**src/rtl/pipe_flush_ctrl_pkg.sv**
```systemverilog
// Shared types, widths and helpers for the pipeline flush/redirect controller.
package pipe_flush_ctrl_pkg;

  localparam int ADDR_WIDTH = 32;
  localparam logic [ADDR_WIDTH-1:0] ZERO = {ADDR_WIDTH{1'b0}};
  localparam int FLUSH_CYCLES_DEF = 2;
  localparam int FLUSH_CNT_W = 3;

  typedef enum logic [1:0] {
    ST_IDLE  = 2'd0,
    ST_PEND  = 2'd1,
    ST_FLUSH = 2'd2
  } state_e;

  function automatic logic [ADDR_WIDTH-1:0] word_align(input logic [ADDR_WIDTH-1:0] addr);
    return {addr[ADDR_WIDTH-1:2], 2'b00};
  endfunction

  function automatic logic is_misaligned(input logic [ADDR_WIDTH-1:0] addr);
    return |addr[1:0];
  endfunction

endpackage

```
**src/rtl/pipe_flush_ctrl_if.sv**
```systemverilog
// Execute-stage / pipeline-control bundle; slave is the flush controller itself.
interface pipe_flush_ctrl_if;
  import pipe_flush_ctrl_pkg::*;

  logic                  jump_enable_in;
  logic [ADDR_WIDTH-1:0] jump_address_in;
  logic                  bus_hold_in;
  logic                  exe_hold_in;
  logic                  redirect_valid_out;
  logic [ADDR_WIDTH-1:0] redirect_address_out;
  logic                  hold_pc_out;
  logic                  hold_if_out;
  logic                  hold_id_out;
  logic                  flush_if_out;
  logic                  flush_id_out;
  logic                  misaligned_out;
  logic [31:0]           jump_count_out;

  modport master (
    output jump_enable_in, jump_address_in, bus_hold_in, exe_hold_in,
    input  redirect_valid_out, redirect_address_out, hold_pc_out, hold_if_out,
           hold_id_out, flush_if_out, flush_id_out, misaligned_out, jump_count_out
  );

  modport slave (
    input  jump_enable_in, jump_address_in, bus_hold_in, exe_hold_in,
    output redirect_valid_out, redirect_address_out, hold_pc_out, hold_if_out,
           hold_id_out, flush_if_out, flush_id_out, misaligned_out, jump_count_out
  );

endinterface

```
**src/rtl/pipe_flush_ctrl_sat_counter.sv**
```systemverilog
// Saturating up-counter: increments on inc, sticks at all-ones.
module sat_counter #(
  parameter int WIDTH = 32
) (
  input  logic             clk_in,
  input  logic             reset_n_in,
  input  logic             inc,
  output logic [WIDTH-1:0] value
);

  logic [WIDTH-1:0] r_value;

  // count register, frozen once every bit is set
  always_ff @(posedge clk_in or negedge reset_n_in) begin
    if (!reset_n_in) begin
      r_value <= {WIDTH{1'b0}};
    end else if (inc && (r_value != {WIDTH{1'b1}})) begin
      r_value <= r_value + {{(WIDTH-1){1'b0}}, 1'b1};
    end else begin
      r_value <= r_value;
    end
  end

  assign value = r_value;

endmodule

```
**src/rtl/pipe_flush_ctrl.sv**
```systemverilog
// Branch/jump redirect controller: issues a one-cycle PC redirect, then flushes
// IF/ID for FLUSH_CYCLES cycles; a redirect blocked by the bus waits in PEND.
module pipe_flush_ctrl
  import pipe_flush_ctrl_pkg::*;
#(
  parameter int                    FLUSH_CYCLES = FLUSH_CYCLES_DEF,
  parameter logic [ADDR_WIDTH-1:0] RESET_ADDR   = ZERO
) (
  input  logic               clk_in,
  input  logic               reset_n_in,
  pipe_flush_ctrl_if.slave   bus
);

  localparam logic [FLUSH_CNT_W-1:0] FLUSH_LOAD = FLUSH_CNT_W'(FLUSH_CYCLES - 1);

  state_e                  r_state;
  state_e                  w_state_next;
  logic [FLUSH_CNT_W-1:0]  r_flush_cnt;
  logic [FLUSH_CNT_W-1:0]  w_flush_cnt_next;
  logic [ADDR_WIDTH-1:0]   r_pend_addr;
  logic [ADDR_WIDTH-1:0]   w_pend_addr_next;
  logic                    w_accept;
  logic [ADDR_WIDTH-1:0]   w_target;
  logic                    r_redirect_valid;
  logic [ADDR_WIDTH-1:0]   r_redirect_addr;
  logic                    r_misaligned;
  logic                    w_hold;
  logic [31:0]             w_jump_count;

  // state, flush counter and pending-target registers
  always_ff @(posedge clk_in or negedge reset_n_in) begin
    if (!reset_n_in) begin
      r_state     <= ST_IDLE;
      r_flush_cnt <= {FLUSH_CNT_W{1'b0}};
      r_pend_addr <= ZERO;
    end else begin
      r_state     <= w_state_next;
      r_flush_cnt <= w_flush_cnt_next;
      r_pend_addr <= w_pend_addr_next;
    end
  end

  // next-state: bus hold outranks a jump, and jumps are wrong-path while PEND/FLUSH
  always_comb begin
    w_state_next     = r_state;
    w_flush_cnt_next = r_flush_cnt;
    w_pend_addr_next = r_pend_addr;
    w_accept         = 1'b0;
    w_target         = r_pend_addr;
    case (r_state)
      ST_IDLE: begin
        if (bus.jump_enable_in) begin
          if (bus.bus_hold_in) begin
            w_pend_addr_next = bus.jump_address_in;
            w_state_next     = ST_PEND;
          end else begin
            w_accept         = 1'b1;
            w_target         = bus.jump_address_in;
            w_state_next     = ST_FLUSH;
            w_flush_cnt_next = FLUSH_LOAD;
          end
        end else begin
          w_state_next = ST_IDLE;
        end
      end
      ST_PEND: begin
        if (!bus.bus_hold_in) begin
          w_accept         = 1'b1;
          w_target         = r_pend_addr;
          w_state_next     = ST_FLUSH;
          w_flush_cnt_next = FLUSH_LOAD;
        end else begin
          w_state_next = ST_PEND;
        end
      end
      ST_FLUSH: begin
        if (bus.bus_hold_in) begin
          w_flush_cnt_next = r_flush_cnt;
        end else if (r_flush_cnt == {FLUSH_CNT_W{1'b0}}) begin
          w_state_next = ST_IDLE;
        end else begin
          w_flush_cnt_next = r_flush_cnt - {{(FLUSH_CNT_W-1){1'b0}}, 1'b1};
        end
      end
      default: begin
        w_state_next     = ST_IDLE;
        w_flush_cnt_next = {FLUSH_CNT_W{1'b0}};
      end
    endcase
  end

  // redirect pulse, aligned target and misalignment flag
  always_ff @(posedge clk_in or negedge reset_n_in) begin
    if (!reset_n_in) begin
      r_redirect_valid <= 1'b0;
      r_redirect_addr  <= RESET_ADDR;
      r_misaligned     <= 1'b0;
    end else begin
      r_redirect_valid <= w_accept;
      r_misaligned     <= w_accept & is_misaligned(w_target);
      if (w_accept) begin
        r_redirect_addr <= word_align(w_target);
      end else begin
        r_redirect_addr <= r_redirect_addr;
      end
    end
  end

  sat_counter #(.WIDTH(32)) u_jump_cnt (
    .clk_in     (clk_in),
    .reset_n_in (reset_n_in),
    .inc        (w_accept),
    .value      (w_jump_count)
  );

  // a flushing stage holds NOPs, so a busy execute unit need not stall it
  assign w_hold = bus.bus_hold_in | (r_state == ST_PEND) |
                  (bus.exe_hold_in & (r_state != ST_FLUSH));

  assign bus.redirect_valid_out   = r_redirect_valid;
  assign bus.redirect_address_out = r_redirect_addr;
  assign bus.misaligned_out       = r_misaligned;
  assign bus.jump_count_out       = w_jump_count;
  assign bus.hold_pc_out          = w_hold;
  assign bus.hold_if_out          = w_hold;
  assign bus.hold_id_out          = w_hold;
  assign bus.flush_if_out         = (r_state == ST_FLUSH);
  assign bus.flush_id_out         = (r_state == ST_FLUSH);

endmodule

```
**src/flat_wrapper.sv**
```systemverilog
// flat-port wrapper written by rule: the top's interface ports become plain ports
module pipe_flush_ctrl_flat import pipe_flush_ctrl_pkg::*;
#(
  parameter int                    FLUSH_CYCLES = FLUSH_CYCLES_DEF,
  parameter logic [ADDR_WIDTH-1:0] RESET_ADDR   = ZERO
)
  (clk_in, reset_n_in, bus_jump_enable_in, bus_jump_address_in, bus_bus_hold_in, bus_exe_hold_in, bus_redirect_valid_out, bus_redirect_address_out, bus_hold_pc_out, bus_hold_if_out, bus_hold_id_out, bus_flush_if_out, bus_flush_id_out, bus_misaligned_out, bus_jump_count_out);
  pipe_flush_ctrl_if bus_i ();
  input  logic clk_in;
  input  logic reset_n_in;
  input wire logic [$bits(bus_i.jump_enable_in)-1:0] bus_jump_enable_in;
  input wire logic [$bits(bus_i.jump_address_in)-1:0] bus_jump_address_in;
  input wire logic [$bits(bus_i.bus_hold_in)-1:0] bus_bus_hold_in;
  input wire logic [$bits(bus_i.exe_hold_in)-1:0] bus_exe_hold_in;
  output wire logic [$bits(bus_i.redirect_valid_out)-1:0] bus_redirect_valid_out;
  output wire logic [$bits(bus_i.redirect_address_out)-1:0] bus_redirect_address_out;
  output wire logic [$bits(bus_i.hold_pc_out)-1:0] bus_hold_pc_out;
  output wire logic [$bits(bus_i.hold_if_out)-1:0] bus_hold_if_out;
  output wire logic [$bits(bus_i.hold_id_out)-1:0] bus_hold_id_out;
  output wire logic [$bits(bus_i.flush_if_out)-1:0] bus_flush_if_out;
  output wire logic [$bits(bus_i.flush_id_out)-1:0] bus_flush_id_out;
  output wire logic [$bits(bus_i.misaligned_out)-1:0] bus_misaligned_out;
  output wire logic [$bits(bus_i.jump_count_out)-1:0] bus_jump_count_out;
  assign bus_i.jump_enable_in = bus_jump_enable_in;
  assign bus_i.jump_address_in = bus_jump_address_in;
  assign bus_i.bus_hold_in = bus_bus_hold_in;
  assign bus_i.exe_hold_in = bus_exe_hold_in;
  assign bus_redirect_valid_out = bus_i.redirect_valid_out;
  assign bus_redirect_address_out = bus_i.redirect_address_out;
  assign bus_hold_pc_out = bus_i.hold_pc_out;
  assign bus_hold_if_out = bus_i.hold_if_out;
  assign bus_hold_id_out = bus_i.hold_id_out;
  assign bus_flush_if_out = bus_i.flush_if_out;
  assign bus_flush_id_out = bus_i.flush_id_out;
  assign bus_misaligned_out = bus_i.misaligned_out;
  assign bus_jump_count_out = bus_i.jump_count_out;
  pipe_flush_ctrl #(.FLUSH_CYCLES(FLUSH_CYCLES), .RESET_ADDR(RESET_ADDR)) u_core (.clk_in(clk_in), .reset_n_in(reset_n_in), .bus(bus_i));
endmodule
```
**config.mk**
```make
export PLATFORM = sky130hd
export DESIGN_NAME = pipe_flush_ctrl_flat
export DESIGN_NICKNAME = d
export VERILOG_FILES = /design/src/rtl/pipe_flush_ctrl_pkg.sv /design/src/rtl/pipe_flush_ctrl_if.sv /design/src/rtl/pipe_flush_ctrl_sat_counter.sv /design/src/rtl/pipe_flush_ctrl.sv /design/src/flat_wrapper.sv
export SDC_FILE = /design/constraint.sdc
export NUM_CORES = 1
export LEC_CHECK = 0
export BUFFER_PORTS_ARGS = -buffer_cell sky130_fd_sc_hd__buf_2
export CAP_MARGIN = 10
export CORE_MARGIN = 3
export CORE_UTILIZATION = 45
export CTS_BUF_LIST = sky130_fd_sc_hd__clkbuf_8
export DETAILED_ROUTE_END_ITERATION = 6
export PLACE_DENSITY = 0.69
export SYNTH_ARGS = -nofsm -noshare
export SYNTH_HDL_FRONTEND = slang
export SYNTH_SLANG_ARGS = --single-unit
```
**constraint.sdc**
```tcl
create_clock -name clk_in -period 2.3 [get_ports clk_in]
set_input_delay 0.46 -clock clk_in [delete_from_list [all_inputs] [get_ports clk_in]]
set_output_delay 0.46 -clock clk_in [all_outputs]
set_load 0.1 [all_outputs]
```
Word level (Yosys, flattened, before mapping)
Cells that the tools add are included.

$add $sub $neg: 2. Multiply operators: 0. Divide/modulo/power cells: 0. Order comparisons: 0. Equal/unequal tests: 8. Shift operators: 0. Multiplexer cells: 16. Bitwise operators: 4. Reductions and logical operators: 7.

Operators with widths (number): $mux 32 (3); $add 32x1->32 const B (1); $ne 32x32->1 const B (1); $mux 3 (4); $pmux 3 s3 (1); $mux 2 (4); $ne 2x2->1 const B (4); $pmux 2 s3 (1); $reduce_and 3->1 (2); $logic_not 3->1 (1); $sub 3x1->3 const B (1); $and 1x1->1 (2); $eq 2x1->1 const B (1); $eq 2x2->1 const B (1); $logic_not 2->1 (1); $mux 1 (2); $ne 2x1->1 const B (1); $or 1x1->1 (2); $pmux 1 s2 (1); $reduce_and 2->1 (1); $reduce_or 2->1 (1); $logic_and 1x1->1 (1).

Register bits: 101. Bits in latches: 0. Memory bits (writable): 0. ROM bits: 0. Input port bits: 37. Output and inout port bits: 71. Logic and storage cells: 44. Memories: 0.

Logic depth before layout (Yosys ltp)
Word-level depth: 5. Gate-level depth with buffers: 7. Depth with buffers taken out: 7.

By module
From an unflattened synthesis, not the netlist that was laid out.

Cells, all modules: 398. Area, all modules: 4654.5 um^2.

By module, submodules not included: pipe_flush_ctrl (instances 1, cells an instance 247, area each 3030.4 um^2, seq. area each 1726.7 um^2); sat_counter (instances 1, cells an instance 151, area each 1624.1 um^2, seq. area each 800.8 um^2).

Least setup slack after synthesis
Ideal clock, no wire load.

Path kind: reg2reg. Start point: register u_core.u_jump_cnt.r_value[0] (netlist: u_core.u_jump_cnt.value[0]). End point: register u_core.u_jump_cnt.r_value[1] (netlist: u_core.u_jump_cnt.value[1]). Setup time: 126 ps. Arrival time: 2365 ps. Required time: 2174 ps. Slack: -191 ps. Stages on the path, launching flop included: 7. Buffers on the path: 0. Period minus slack after synthesis: 2491 ps. Cell sequence: dfrtp_1 > ha_1 > nand3_1 > nor3_1 > nand4_1 > nand2_1 > mux2_2.

Cells in the longest elaborated chain, start to end: 2. Elaborated cells on any way between the ends: 3. Classes of those cells: add/sub (1); eq/ne (1); reduce/logical (1).

RTL lines: from (decl) (line pipe_flush_ctrl_sat_counter.sv:11) `logic [WIDTH-1:0] r_value;`; from (signal assigned) (line pipe_flush_ctrl_sat_counter.sv:16) `r_value <= {WIDTH{1'b0}};`; from (signal assigned) (line pipe_flush_ctrl_sat_counter.sv:18) `r_value <= r_value + {{(WIDTH-1){1'b0}}, 1'b1};`; from (signal assigned) (line pipe_flush_ctrl_sat_counter.sv:20) `r_value <= r_value;`; branches (longest 2 deep; another with $add 32x1->32).

Several ways; the timed one is not identified. A chain may end at the register's enable or synchronous reset.

Worst setup path after layout
Start point: register u_core.r_state[0]. End point: output port bus_hold_if_out.

Cells in the longest elaborated chain, start to end: 3. Elaborated cells on any way between the ends: 5. Classes of those cells: eq/ne (2); bitwise (3).

RTL lines: from (decl) (line pipe_flush_ctrl.sv:16) `state_e r_state;`; from (signal assigned) (line pipe_flush_ctrl.sv:37) `r_state <= w_state_next;`; $eq 2x1->1 or $ne 2x2->1 (tied branches) (line pipe_flush_ctrl.sv:117, pipe_flush_ctrl.sv:118); $or 1x1->1 or $and 1x1->1 (tied branches) (line pipe_flush_ctrl.sv:117, pipe_flush_ctrl.sv:118); $or 1x1->1 * (line pipe_flush_ctrl.sv:117) `assign w_hold = bus.bus_hold_in | (r_state == ST_PEND) |`; to (decl) (line flat_wrapper.sv:18) `output wire logic [$bits(bus_i.hold_if_out)-1:0] bus_hold_if_out;`.

Mark *: on every way between the ends. The rest lies on a longest branch, timed or not.

==> results <==
- The flow ran to the end, and the final reports show no timing, DRC or antenna violations.
- The remaining routing DRC violations is 0.
- The share of layout cells above drive strength 1 is roughly 40%.
- The number of setup buffers added after CTS is 0.
- TritonCTS built the clock tree.
- Summed over all nets, the switching power comes to about 4 mW.
- The total leakage power is 2.66 nW.
- Entering global routing, the biggest net connects 47 pins.
- The master cell of the clock root buffer is sky130_fd_sc_hd__clkbuf_8.
- The total routing usage reported by global routing is ~18%.
- Of all flip-flops after synthesis, the portion carrying an async set or reset was 100%.
- The mapped netlist covers 4620 µm².
- STA classifies the critical path endpoint as an output port.
- The worst setup path is of the reg2out kind.
- By area the synthesized netlist is led by sky130_fd_sc_hd__dfrtp_1 55%, sky130_fd_sc_hd__mux2_2 7.6%, sky130_fd_sc_hd__mux2i_1 6.7%.
- Clock skew on the completed layout was measured at approximately 12 ps.
- The part of the total power dissipated in the clock network is roughly 16%.
- Once detailed placement completed, the half-perimeter wirelength came to slightly below 7000 µm.
- The worst setup path is launched from a register.
- The worst IR drop on VDD is roughly 0.0012 V.
- The internal portion of the total power is approximately 3.8 mW.
- The H-tree level count is 3.
- Of the synthesized area, sequential elements account for 54.7%.
- The power share of the sequential group is a little over a third.
- The number of port buffers is roughly 110.
- The number of standard cells after synthesis is 393.
- The number of synthesized register bits is between 100 and 150.
- The floorplan step defined a die boundary enclosing between 10000 and 15000 µm².
- In this run the power density over the cells is 1410 nW/µm².
- Across all setup checks in the final design, the least slack found is about 150 ps.
- The number of distinct standard cells referenced by the synthesized netlist is 48.
- The routed layout has roughly 3300 vias.
- After detailed routing, the number of vias per cell comes to just over 5.
- In the synthesized netlist the dominant register cell turns out to be sky130_fd_sc_hd__dfrtp_1.
- The via count of the first global-routing pass is roughly 3300.
- The core outline area is ~10000 µm².
- The starting density of the core is 46.8%.
- The area share of the largest cell type after synthesis is a little over half.
- The count of cells resized by post-cts repair is 1.
- The clock latency reported for the late side of the worst-skew pair is approximately 360 ps.
- For this design, the sink count on the clock tree is approximately 100.
- The number of antenna violations at the first check in global routing is 1.
- The beginning of the critical path is u_core.r_state[0].
- The weighted congestion reported at the end of routability-driven placement is 0.791.
- Of the total power, the share spent switching nets is 51.2%.
- Setup repair after global routing left no endpoint under its margin.
- The number of enable flip-flop cells after synthesis is 0.
- The number of failing hold endpoints at the final stage is 0.
- The top cell type by total area after synthesis is sky130_fd_sc_hd__dfrtp_1.
- The type of the worst min-delay path is in2async.
- The number of setup violations in the final report is 0.
- The total wire length is roughly 9700 µm.
- For this run the aggregate overflow at the end of global routing stands at 0.
- The die is roughly 110 µm wide.
- The max capacitance violation total is 0.
- The residual antenna-violating net count after detailed routing is 0.
- After detailed routing, the average wire length per cell comes to approximately 15 µm.
- The minimum period implied by the final worst setup slack is about 2100 ps.
- The ratio of final minimum period to clock period is approximately 93%.
- The first TritonRoute pass finished after 4 iterations.
- Row generation in the floorplan step produced 36 rows.
- Combinational cells account for around 49% of the total power.
- During synthesis, Yosys emitted a total of 0 warnings.
- The starting DRC count in detailed routing is about 170.
- The wire length of the first global-routing pass is 16100 µm.
- The final net count is approximately 540.
- The final-report max-slew violation count is 0.
- The number of antenna diodes is 0.
- The die is ~110 µm tall.
- The post-place setup slack is around 250 ps.
- The mean instance size in the synthesized netlist is 11.7 µm².
- At the worst endpoint, the required time is 1840 ps.
- The launch instance of the worst register-to-register path is u_core.r_state[1].
- The number of CTS-inserted buffers is 9.
- The area growth from synthesis to final layout is 20.1%.
- For this design the top-level I/O count stands at between 100 and 150.
- The final cell utilization of the core is a little under three fifths.
- After clock tree synthesis, the clock-pin slew on the worst setup and hold paths is around 100 ps.
- The largest driver fanout on the critical path is 9.
- The maximum operating frequency is 465 MHz.
- The hold-fix buffer count after cts is 0.
- At the worst endpoint, the arrival time is roughly 1700 ps.
- The longest clock path from root to sink contains 2 buffers.
-- power by group through the flow --
stage               registers (mW)  logic [mW]  clock network, mW
floorplan                     4.71        1.26                  0
global placement              2.73        3.82                  0
detailed placement            2.77        3.90                  0
CTS                           2.75        3.89               1.26
global route                  2.82        4.07               1.32
finish                        2.74        3.85               1.22
-- routing by layer --
| metal | GRT usage [%] | routed length [µm] | vias to the layer above |
|---|---|---|---|
| li1 | - | - | 1576 |
| met1 | 23.4 | 4390 | 1620 |
| met2 | 27.5 | 4550 | 86 |
| met3 | 5.40 | 650 | 11 |
| met4 | 5.30 | 87 | 2 |
| met5 | 0 | 13 | - |
-- stage by stage --
| step | hold WS, ps | instances | TNS [ps] | cell area [µm²] | power, mW |
|---|---|---|---|---|---|
| 5_1_grt | 26.5 | 634 | 0 | 5550 | 8.22 |
| 3_3_place_gp | 419 | 618 | 0 | 5330 | 6.55 |
| 2_1_floorplan | 164 | 394 | -14.3 | 4640 | 5.98 |
| 3_5_place_dp | 424 | 618 | 0 | 5330 | 6.67 |
| 4_1_cts | 18.9 | 634 | 0 | 5550 | 7.90 |
| 6_report | 24.1 | 634 | 0 | 5550 | 7.81 |
-- logic make-up after synthesis --
logic type,after synthesis,share of synthesized area (%)
fa+ha+maj,3,0.813
flops,101,54.7
xor+xnor,27,5.12
mux,64,14.8
simple gates,123,15.6
compound gates,46,5.37
other cells,1,0.0812
buf+inv,28,3.50
-- synth_stat cells, types with 3 or more instances --
cell / instances
sky130_fd_sc_hd__dfrtp_1: 101
sky130_fd_sc_hd__clkbuf_1: 7
sky130_fd_sc_hd__nor3_1: 11
sky130_fd_sc_hd__inv_1: 5
sky130_fd_sc_hd__nand2_1: 44
sky130_fd_sc_hd__a21oi_1: 7
sky130_fd_sc_hd__nor2_1: 15
sky130_fd_sc_hd__mux2i_1: 31
sky130_fd_sc_hd__xnor2_1: 10
sky130_fd_sc_hd__buf_4: 11
sky130_fd_sc_hd__mux2_2: 31
sky130_fd_sc_hd__nand3_1: 9
sky130_fd_sc_hd__and3_1: 7
sky130_fd_sc_hd__o21ai_0: 27
sky130_fd_sc_hd__buf_2: 4
sky130_fd_sc_hd__nand4_1: 9
sky130_fd_sc_hd__xor2_1: 17
sky130_fd_sc_hd__and4_2: 3
sky130_fd_sc_hd__nand3_2: 3
sky130_fd_sc_hd__o21ai_1: 6
sky130_fd_sc_hd__ha_1: 3
-- cell type report --
type	count	area, µm²
clock buffers	12	165
well taps	133	166
inverters	5	18.8
multi-input cells	265	1960
fillers	871	4320
flip-flops and latches	101	2550
repair buffers	114	633
clock inverters	4	52.6
-- worst max-delay path, stage by stage, from the launching register on --
cell and delay (ps):
sky130_fd_sc_hd__dfrtp_2 530, sky130_fd_sc_hd__nand2_1 80, sky130_fd_sc_hd__a21oi_1 130, sky130_fd_sc_hd__or2_2 150, sky130_fd_sc_hd__buf_2 430
-- layout by cell type, fill, tap and decap left out, types with 2 or more instances in the layout --
master                     synthesis  routed
sky130_fd_sc_hd__nor3b_1           2       2
sky130_fd_sc_hd__mux2i_1          31      31
sky130_fd_sc_hd__mux2_2           31      31
sky130_fd_sc_hd__xor2_1           17      17
sky130_fd_sc_hd__and3_1            7       7
sky130_fd_sc_hd__conb_1            1       2
sky130_fd_sc_hd__clkbuf_8          1      12
sky130_fd_sc_hd__o21ai_0          27      27
sky130_fd_sc_hd__nand3_2           3       3
sky130_fd_sc_hd__buf_2             4     104
sky130_fd_sc_hd__dfrtp_2           0      20
sky130_fd_sc_hd__nand2_2           2       2
sky130_fd_sc_hd__inv_1             5       5
sky130_fd_sc_hd__nor4_2            2       2
sky130_fd_sc_hd__inv_6             0       2
sky130_fd_sc_hd__ha_1              3       3
sky130_fd_sc_hd__buf_12            0       3
sky130_fd_sc_hd__o31ai_1           2       2
sky130_fd_sc_hd__mux2_1            2       2
sky130_fd_sc_hd__nand3_1           9       9
sky130_fd_sc_hd__xnor2_1          10      10
sky130_fd_sc_hd__nor2_1           15      15
sky130_fd_sc_hd__buf_4            11       7
sky130_fd_sc_hd__nand4_1           9       9
sky130_fd_sc_hd__nand2_1          44      44
sky130_fd_sc_hd__and4_2            3       3
sky130_fd_sc_hd__a21oi_1           7       7
sky130_fd_sc_hd__dfrtp_1         101      81
sky130_fd_sc_hd__nor3_1           11      11
sky130_fd_sc_hd__o21ai_1           6       5
-- registers in the layout (all words and copies together) (netlist names) --
register	flops
u_core.r_flush_cnt	3
u_core.bus.redirect_valid_out	1
u_core.r_state	2
u_core.u_jump_cnt.value	32
u_core.bus.misaligned_out	1
u_core.bus.redirect_address_out	30
u_core.r_pend_addr	32
-- final timing paths --
| kind | endpoint | slack, ps | depth (start not counted) |
|---|---|---|---|
| max | bus_hold_if_out | 150 | 4 |
| max reg2reg | u_core.u_jump_cnt.value[21] | 370 | 5 |
| min in group clk_in | u_core.r_pend_addr[25] | 340 | 2 |
| min reg2reg | u_core.bus.redirect_address_out[22] | 490 | 2 |
| max in group asynchronous | u_core.r_pend_addr[10] | 1590 | 2 |
| min | u_core.u_jump_cnt.value[11] | 20 | 1 |
Power figures use the tool's default switching activity.
